### src/rtl/hci_package.sv
// Shared HCI interconnect types: control struct, branch arbiter state and stall-counting modes.
package hci_package;

  localparam int HCI_STALL_W = 8;

  typedef struct packed {
    logic                   invert_prio;
    logic [HCI_STALL_W-1:0] low_prio_max_stall;
  } hci_interconnect_ctrl_t;

  typedef enum logic {
    ARB_NORMAL,
    ARB_BOOST
  } hci_arb_state_t;

  localparam int ARB_MODE_ANY      = 0;
  localparam int ARB_MODE_CONFLICT = 1;

endpackage

### src/rtl/hci_bank_rotmask.sv
// Mask of HWPE_WIDTH contiguous banks starting at 'start', wrapping past the last bank.
module hci_bank_rotmask #(
  parameter int N_BANKS    = 8,
  parameter int HWPE_WIDTH = 4
) (
  input  logic [$clog2(N_BANKS)-1:0] start,
  input  logic                       en,
  output logic [N_BANKS-1:0]         mask
);

  localparam int          IDX_W = $clog2(N_BANKS);
  localparam int unsigned NB    = N_BANKS;
  localparam int unsigned HW    = HWPE_WIDTH;

  // Set one bit per covered bank, modulo the bank count.
  always_comb begin
    logic [IDX_W-1:0] pos;
    mask = '0;
    pos  = '0;
    if (en) begin
      for (int unsigned k = 0; k < HW; k++) begin
        pos       = IDX_W'((32'(start) + k) % NB);
        mask[pos] = 1'b1;
      end
    end
  end

endmodule

### src/rtl/hci_branch_prio_arbiter.sv
// Per-bank arbiter between the log (core) branch and the wide HWPE branch,
// with starvation protection that inverts priority for one cycle.
module hci_branch_prio_arbiter
  import hci_package::*;
#(
  parameter int N_BANKS        = 8,
  parameter int HWPE_WIDTH     = 4,
  parameter int BIT_BANK_INDEX = 3,
  parameter int ARBITER_MODE   = 0,
  parameter int STALL_W        = 8
) (
  input  logic                      clk_i,
  input  logic                      rst_i,
  input  hci_interconnect_ctrl_t    ctrl_i,
  input  logic [N_BANKS-1:0]        log_req_i,
  input  logic                      hwpe_req_i,
  input  logic [BIT_BANK_INDEX-1:0] hwpe_bank_i,
  output logic [N_BANKS-1:0]        log_gnt_o,
  output logic                      hwpe_gnt_o,
  output logic [N_BANKS-1:0]        hwpe_mask_o,
  output logic [N_BANKS-1:0]        conflict_o,
  output logic                      prio_o,
  output logic [STALL_W-1:0]        stall_cnt_o
);

  hci_arb_state_t     state_q, state_d;
  logic [STALL_W-1:0] cnt_q, cnt_d;
  logic               prev_invert_q;
  logic [STALL_W-1:0] max_stall;
  logic               stall_now;
  logic               boost_eff;

  assign max_stall = STALL_W'(ctrl_i.low_prio_max_stall);

  hci_bank_rotmask #(
    .N_BANKS    (N_BANKS),
    .HWPE_WIDTH (HWPE_WIDTH)
  ) u_rotmask (
    .start (hwpe_bank_i),
    .en    (hwpe_req_i),
    .mask  (hwpe_mask_o)
  );

  // Grants, effective priority and next-state; reset masks the state so
  // outputs reflect the NORMAL/0 condition while rst_i is high.
  always_comb begin
    state_d     = ARB_NORMAL;
    cnt_d       = '0;
    boost_eff   = !rst_i && (state_q == ARB_BOOST);
    prio_o      = ctrl_i.invert_prio ^ boost_eff;
    stall_cnt_o = rst_i ? '0 : cnt_q;
    conflict_o  = log_req_i & hwpe_mask_o;
    if (prio_o) begin
      hwpe_gnt_o = hwpe_req_i;
      log_gnt_o  = log_req_i & ~hwpe_mask_o;
    end else begin
      hwpe_gnt_o = hwpe_req_i & ~|conflict_o;
      log_gnt_o  = log_req_i;
    end
    if (ARBITER_MODE == ARB_MODE_CONFLICT) stall_now = |conflict_o;
    else                                   stall_now = |log_req_i & hwpe_req_i;
    // A priority change or a finished boost both fall through to NORMAL/0.
    if (ctrl_i.invert_prio == prev_invert_q && state_q == ARB_NORMAL && stall_now) begin
      if (cnt_q == max_stall)  state_d = ARB_BOOST;
      else if (cnt_q != '1)    cnt_d   = cnt_q + 1'b1;
      else                     cnt_d   = cnt_q;
    end
  end

  // State, stall counter and last-seen priority setting.
  always_ff @(posedge clk_i) begin
    if (rst_i) begin
      state_q       <= ARB_NORMAL;
      cnt_q         <= '0;
      prev_invert_q <= 1'b0;
    end else begin
      state_q       <= state_d;
      cnt_q         <= cnt_d;
      prev_invert_q <= ctrl_i.invert_prio;
    end
  end

endmodule
### config.mk
export PLATFORM = sky130hd
export DESIGN_NAME = hci_branch_prio_arbiter
export DESIGN_NICKNAME = d
export VERILOG_FILES = /design/src/rtl/hci_package.sv /design/src/rtl/hci_bank_rotmask.sv /design/src/rtl/hci_branch_prio_arbiter.sv
export SDC_FILE = /design/constraint.sdc
export NUM_CORES = 1
export LEC_CHECK = 0
export CELL_PAD_IN_SITES_DETAIL_PLACEMENT = 1
export CELL_PAD_IN_SITES_GLOBAL_PLACEMENT = 2
export CORE_ASPECT_RATIO = 1.75
export CORE_MARGIN = 2
export CORE_UTILIZATION = 21
export DETAILED_ROUTE_END_ITERATION = 7
export GPL_ROUTABILITY_DRIVEN = 0
export GPL_TIMING_DRIVEN = 0
export PLACE_DENSITY = 0.89
export SETUP_SLACK_MARGIN = 0.05
export SLEW_MARGIN = 20
export SYNTH_ARGS = -nofsm -noshare
export SYNTH_HDL_FRONTEND = slang
export SYNTH_SLANG_ARGS = --single-unit
### constraint.sdc
create_clock -name clk_i -period 3.7 [get_ports clk_i]
set_clock_uncertainty 0.2 [all_clocks]
set_input_delay 0.37 -clock clk_i [delete_from_list [all_inputs] [get_ports clk_i]]
set_output_delay 0.37 -clock clk_i [all_outputs]
set_load 0.02 [all_outputs]
==> results.cfg, run 1 <==
[run_status]
run_status = finished, final reports clean

[placement]
numPortBuffers = 56
post_dp_cell_area_sq_mm = 0.001698
placement.setup.worst_slack_ps = -336.6
hpwlAfterDp_mm = 3.164

[synth]
postSynth.topFlopCell = sky130_fd_sc_hd__dfxtp_1
async_s_r_ff_share_synth_pct = 0
synth_seq_area_share_pct = 18.71
netlist_area_sq_mm = 0.001070
synth_cells = 147
synth.lib_cells_used.distinct = 35
flop_and_latch_count_out_of_synthesis = 10
postSynthAreaPerCell_sq_um = 7.277
synth_edf_count = 0
ys_warn_count = 0
synth_nets = 173

[global_routing]
grt-busiest-layer = met2
grt-ovfl-total = 0
use_met3_pct = 1.837
grtUsageMet2_pct = 28.67
grt_pass1_vias = 1339
grt_util_met1_pct = 14.10
grt_max_degree = 11
wire_length_of_the_first_global_routing_pass_mm = 6.410
grt_use_total_pct = 14.01
initial_antenna_violation_count = 0

[drt]
routed_wl_mm = 3.824
detailroute.via_count = 1277
drtPass1Iterations = 4
routed_via_density = 4.874
post_drt_wl_per_cell_microns = 14.60
antenna_left = 0
first_iter_violations = 16
detail_route.drc_violations = 0

[pwr]
p_int_uw = 276.0
share_comb_of_total_power_pct = 46.8
p_sw_share_pct = 33.79
seq_power_share_pct = 26.6
maximum_resistive_drop_on_vdd_mv = 0.1663
switching_power_uw = 140.9
power_uw = 416.9
pwr_cell_area_mw_per_mm2 = 231.6
power.clock.fraction_pct = 26.6
total_leakage_power_uw = 0.0007399

[hold_path]
whs_path_depth = 3
holdPathEnd = state_q
class_of_the_tightest_hold_or_removal_check = reg -> reg
timing.hold.worst.start = state_q

[critical_path]
setup.worst_path.start_class = input pin
timing.critical_path.required_ps = 3130
kind_of_critical_path = in -> out
regToRegStartpoint = cnt_q[0]
worst_setup_path_end_kind = output pin
worstRegToRegCells = 6
critical_path_maximum_fanout = 6
rrSetupSlack_ps = 1710
worst_ep_arrival_time_ps = 2870
critical_register_to_register_path_endpoint = cnt_q[3]

[sta]
headroom_to_the_max_slew_limit_pct = 68.03
maxClockFrequency_mhz = 290.4
post-route-period-util_pct = 93.06
timing.hold.ws_ps = 362.6
timing.final.crit_period_ps = 3443
rsz0062_at_grt = false
final_critical_path_setup_slack_ps = 256.7
report.final.hold_viol_count = 0
worst_slew_pin_slew_ps = 475.8
drv_slew = 0
timing.final.setup_violations = 0

[clock_tree]
cts.htree.levels = 1
number_of_buffers_created_by_cts = 3
cts_max_path_buffers = 2
clk_latency_worst_skew_pair_ps = 230
cts.reportedPaths.clkPinSlew_ps = 50
clock_tree_from_tritoncts = built
clock_sink_count = 10
cts_root_buf = sky130_fd_sc_hd__clkbuf_8
cts_hold_buffers = 0

[finish]
synthToLayoutAreaGrowth_pct = 68.30
postLayoutCellArea_sq_mm = 0.001800
antenna_cells_inserted = 0
final_core_util_pct = 36.49
num-nets-final = 236
proportion_of_layout_cells_with_a_drive_suffix_above_1_pct = 9.135

[floorplanning]
die_w_microns = 57.96
die_h_microns = 98.42
fp.coreArea_sq_mm = 0.004935
design.die.area_sq_mm = 0.005704
top_level_ports = 57
floorplan.rows = 34
initial_core_util_pct = 21.68

[flow_run]
max_cap_violations = 0
-- worst max-delay path, stage by stage --
cell and delay (ps):
sky130_fd_sc_hd__clkdlybuf4s50_1 510, sky130_fd_sc_hd__inv_2 80, sky130_fd_sc_hd__ha_1 350, sky130_fd_sc_hd__nand2b_2 260, sky130_fd_sc_hd__nand3_1 100, sky130_fd_sc_hd__o21ai_0 130, sky130_fd_sc_hd__xor2_2 200, sky130_fd_sc_hd__buf_4 160
sky130_fd_sc_hd__nor2_1 80, sky130_fd_sc_hd__clkdlybuf4s50_1 620
-- worst max-delay path by stage --
stage / startpoint / end / slack [ps] / cells after the start
final: hwpe_bank_i[0] / hwpe_mask_o[5] / 260 / 10
after floorplan: hwpe_bank_i[0] / hwpe_gnt_o / 880 / 7
after global routing: hwpe_bank_i[0] / conflict_o[1] / 70 / 9
after global placement: hwpe_bank_i[1] / hwpe_gnt_o / -300 / 9
after detailed placement: hwpe_bank_i[1] / hwpe_gnt_o / -340 / 9
after CTS: hwpe_bank_i[1] / conflict_o[0] / 90 / 9
-- synthesized netlist by cell type, types with 2 or more instances --
| library cell | count | area [sq um] |
|---|---|---|
| sky130_fd_sc_hd__nor2b_1 | 9 | 56.30 |
| sky130_fd_sc_hd__dfxtp_1 | 10 | 200.2 |
| sky130_fd_sc_hd__clkbuf_1 | 4 | 15.01 |
| sky130_fd_sc_hd__o21ai_1 | 2 | 10.01 |
| sky130_fd_sc_hd__a21boi_0 | 3 | 22.52 |
| sky130_fd_sc_hd__ha_1 | 3 | 37.54 |
| sky130_fd_sc_hd__and2_1 | 8 | 50.05 |
| sky130_fd_sc_hd__inv_1 | 4 | 15.01 |
| sky130_fd_sc_hd__xor2_1 | 15 | 131.4 |
| sky130_fd_sc_hd__nor3_1 | 5 | 25.02 |
| sky130_fd_sc_hd__buf_2 | 2 | 10.01 |
| sky130_fd_sc_hd__mux2i_1 | 4 | 40.04 |
| sky130_fd_sc_hd__mux2_1 | 2 | 22.52 |
| sky130_fd_sc_hd__o21ai_0 | 5 | 25.02 |
| sky130_fd_sc_hd__a21oi_1 | 2 | 10.01 |
| sky130_fd_sc_hd__nor4_1 | 4 | 25.02 |
| sky130_fd_sc_hd__o21a_1 | 4 | 30.03 |
| sky130_fd_sc_hd__nor2_1 | 16 | 60.06 |
| sky130_fd_sc_hd__nand2b_1 | 5 | 31.28 |
| sky130_fd_sc_hd__xnor2_1 | 2 | 17.52 |
| sky130_fd_sc_hd__a31oi_1 | 4 | 25.02 |
| sky130_fd_sc_hd__nand3_1 | 6 | 30.03 |
| sky130_fd_sc_hd__nand2_1 | 10 | 37.54 |
| sky130_fd_sc_hd__and3_1 | 7 | 43.79 |
-- layout by cell type (no fill, tap or decap), drive strengths merged, types with 5 or more instances in the layout --
cell / count
nor3: 5
clkbuf: 8
nor2b: 9
o21ai: 7
xor2: 15
nor2: 16
inv: 5
and3: 7
dfxtp: 10
nand2: 10
nand3: 6
clkdlybuf4s50: 52
and2: 8
nand2b: 5
-- layout make-up --
class | count | area (sq um)
tap | 54 | 67.56
fill | 608 | 3134
buffer | 6 | 25.02
timing repair buffer | 58 | 578.1
sequential | 10 | 200.2
inverter | 5 | 18.77
clock buffer | 3 | 41.29
multi-input combinational | 126 | 869.6
-- power groups by stage --
| stage | Clock (uW) | Sequential (uW) | Combinational, uW |
|---|---|---|---|
| final | 111 | 111 | 195 |
| after global routing | 119 | 111 | 214 |
| after CTS | 114 | 111 | 192 |
| after detailed placement | 0 | 113 | 188 |
| after global placement | 0 | 113 | 187 |
| after floorplan | 0 | 112 | 96.3 |
-- metal layers --
layer / wire [microns] / share of wire (%) / vias to the layer above
met4: 33 / 0.86 / 0
met1: 1327 / 35 / 591
met5: 0 / 0 / -
met3: 203 / 5.3 / 4
met2: 2259 / 59 / 46
li1: - / - / 636
-- stage by stage --
| stage | TNS (ps) | cells |
|---|---|---|
| floorplan | 0 | 147 |
| global placement | -301.1 | 257 |
| detailed placement | -336.6 | 257 |
| CTS | 0 | 261 |
| global route | 0 | 262 |
| finish | 0 | 262 |
-- flip-flops by register name (all words and copies together) (netlist names) --
name           flops
cnt_q              8
prev_invert_q      1
state_q            1
-- cell families (layout without fill, tap and decap cells) --
family,after synthesis,after routing,synth area share (%)
xor+xnor,17,17,13.92
buf+inv,11,72,4.092
simple gates,72,72,34.85
flops,10,10,18.71
mux,6,6,5.848
compound gates,28,28,19.06
fa+ha+maj,3,3,3.509
-- repair_timing --
| action | 4_1_cts | 5_1_grt |
|---|---|---|
| endpoints found under the hold margin | 0 | 0 |
| cloned | 0 | 0 |
| endpoints found under the setup margin | 1 | 16 |
| pin swaps | 0 | 0 |
| resized for setup | 2 | 13 |
| setup buffers | 1 | 1 |
No activity file was read; power rests on OpenSTA's default activity.
==> run 2, diff against run 1 <==
--- a/config.mk
+++ b/config.mk
@@ -15,6 +15,7 @@
 export GPL_TIMING_DRIVEN = 0
 export PLACE_DENSITY = 0.89
 export SETUP_SLACK_MARGIN = 0.05
+export SKIP_LAST_GASP = 1
 export SLEW_MARGIN = 20
 export SYNTH_ARGS = -nofsm -noshare
 export SYNTH_HDL_FRONTEND = slang
==> results of run 2 <==
No change in the layout: final DEF, timing and power equal those of run 1.
==> run 3, diff against run 2 <==
--- a/config.mk
+++ b/config.mk
@@ -14,6 +14,8 @@
 export GPL_ROUTABILITY_DRIVEN = 0
 export GPL_TIMING_DRIVEN = 0
 export PLACE_DENSITY = 0.89
+export RECOVER_POWER = 50
+export REMOVE_ABC_BUFFERS = 1
 export SETUP_SLACK_MARGIN = 0.05
 export SKIP_LAST_GASP = 1
 export SLEW_MARGIN = 20
==> run 3 against run 2 <==
Sequential power about the same. Maximum frequency is 2.2% lower. First-iteration DRC count grew 6.3%. Non-clock buffer count down 7. Worst setup slack lost 77 ps. Combinational power decreased by 2%. Core utilization is 0.99 points lower. Sequential share of layout area is 0.31 points higher. Clock power is essentially flat. Total power fell by 0.57%. Hold slack got worse by 15 ps. Largest power group unchanged.
==> results.cfg, run 3 (synthesis results as in run 1) <==
[run_status]
run_status = finished, final reports clean

[sta]
worst_slew_pin_slew_ps = 634.6
headroom_to_the_max_slew_limit_pct = 57.56
timing.final.setup_violations = 0
maxClockFrequency_mhz = 284.1
drv_slew = 0
report.final.hold_viol_count = 0
final_critical_path_setup_slack_ps = 179.9
timing.final.crit_period_ps = 3520
rsz0062_at_grt = false
post-route-period-util_pct = 95.14

[floorplanning]
design.die.area_sq_mm = 0.005704
top_level_ports = 57
die_w_microns = 57.96
initial_core_util_pct = 21.68
die_h_microns = 98.42
fp.coreArea_sq_mm = 0.004935
floorplan.rows = 34

[finish]
num-nets-final = 229
layout_commonest_cell = sky130_fd_sc_hd__clkdlybuf4s50_1
final_core_util_pct = 35.50
final-instance-count-excl-fill = 255
layout.filler_cells = 612
mostFrequentLayoutCells = sky130_fd_sc_hd__clkdlybuf4s50_1, sky130_fd_sc_hd__nor2_1, sky130_fd_sc_hd__dlygate4sd3_1
synthToLayoutAreaGrowth_pct = 63.74
largestRegisters = cnt_q x8, prev_invert_q x1, state_q x1
top_register = cnt_q
largest_reg_flops = 8
proportion_of_layout_cells_with_a_drive_suffix_above_1_pct = 6.965
antenna_cells_inserted = 0
postLayoutCellArea_sq_mm = 0.001752

[global_routing]
grt-ovfl-total = 0
grt_pass1_vias = 1255
grt_use_total_pct = 13.51
initial_antenna_violation_count = 0
grt_max_degree = 15
wire_length_of_the_first_global_routing_pass_mm = 6.065

[drt]
detailroute.via_count = 1266
routed_wl_mm = 3.823
detail_route.drc_violations = 0
post_drt_wl_per_cell_microns = 14.99
antenna_left = 0
routed_via_density = 4.965
drtPass1Iterations = 4
first_iter_violations = 17

[placement]
post_dp_cell_area_sq_mm = 0.001673
hpwlAfterDp_mm = 3.016
numPortBuffers = 56
placement.setup.worst_slack_ps = -603.7
place_inst = 251

[critical_path]
path_cells = clkdlybuf4s50_1 > inv_1 > ha_1 > nand2b_2 > a31oi_1 > xor2_2 > and3_1 > clkdlybuf4s50_1
worst_path_largest_cell_delay_ps = 600
worstRegToRegCells = 6
worst_ep_arrival_time_ps = 2950
timing.critical_path.required_ps = 3130
worst_setup_path_end_kind = output pin
setup.worst_path.start_class = input pin
kind_of_critical_path = in -> out
critical_path_maximum_fanout = 6
path_common_cell = sky130_fd_sc_hd__clkdlybuf4s50_1
slowest_stage_cell_on_the_critical_path = sky130_fd_sc_hd__clkdlybuf4s50_1

[pwr]
power_uw = 414.6
pwr_cell_area_mw_per_mm2 = 236.7
maximum_resistive_drop_on_vdd_mv = 0.1484
total_leakage_power_uw = 0.0007230

[clock_tree]
cts_max_path_buffers = 2
clock_tree_from_tritoncts = built
clk_latency_worst_skew_pair_ps = 230
cts_hold_buffers = 0
cts.htree.levels = 1
cts.reportedPaths.clkPinSlew_ps = 40
clock_sink_count = 10
cts_root_buf = sky130_fd_sc_hd__clkbuf_8
number_of_buffers_created_by_cts = 3

[hold_path]
whs_path_depth = 3
class_of_the_tightest_hold_or_removal_check = reg -> reg

[flow_run]
max_cap_violations = 0
run 3: cell count changes in the layout (fill, tap and decap cells not counted), sizes merged:
cell	change
clkbuf	-4
clkdlybuf4s50	-11
dlygate4sd3	+13
dlymetal6s2s	-3
clkdlybuf4s15	+1
buf	-3
run 3: path summary, 6_finish.rpt:
kind	startpoint	end	slack [ps]
worst max-delay path	hwpe_bank_i[1]	conflict_o[4]	180
worst min-delay path	state_q	state_q	350
worst max register to register	cnt_q[0]	cnt_q[3]	1650
worst min register to register	state_q	state_q	350
run 3: repair_timing:
item                                   CTS  global route
buffers inserted                         1             0
gates cloned                             0             0
pin swaps                                0             0
resized for setup                        3             9
setup endpoints to repair               24            16
endpoints found under the hold margin    0             0
run 3: stage by stage:
| step | hold slack [ps] | TNS, ps |
|---|---|---|
| floorplan | 241.6 | 0 |
| global placement | 334.5 | -1490 |
| detailed placement | 351.5 | -2066 |
| CTS | 361.4 | 0 |
| global route | 405.1 | 0 |
| finish | 347.3 | 0 |
run 3: area by class of cell:
cell class                 count  area (sq um)  area share (%)
multi-input combinational    126         860.8           49.14
timing repair buffer          57         563.0           32.14
sequential                    10         200.2           11.43
tap                           54         67.56           3.857
clock buffer                   3         41.29           2.357
inverter                       5         18.77           1.071
run 3: power by group:
| group | leakage, uW | total (uW) | internal [uW] | switching, uW |
|---|---|---|---|---|
| Sequential | 0.0000810 | 111 | 109 | 1.38 |
| Combinational | 0.000620 | 191 | 90.3 | 101 |
| Clock | 0.0000216 | 112 | 71.1 | 41.2 |
run 3: critical path: cells and delay by family:
kind / cells / cell delay (ps)
compound gates: 1 / 270
xor+xnor: 1 / 280
fa+ha+maj: 1 / 340
buf+inv: 3 / 1240
simple gates: 2 / 460
run 3: metal layers:
layer / up-vias / routed length [microns] / global-route usage [%]
met5: - / 0 / 0
li1: 620 / - / -
met3: 5 / 269 / 3.281
met1: 600 / 1412 / 14.81
met2: 41 / 2099 / 24.91
met4: 0 / 41 / 3.757
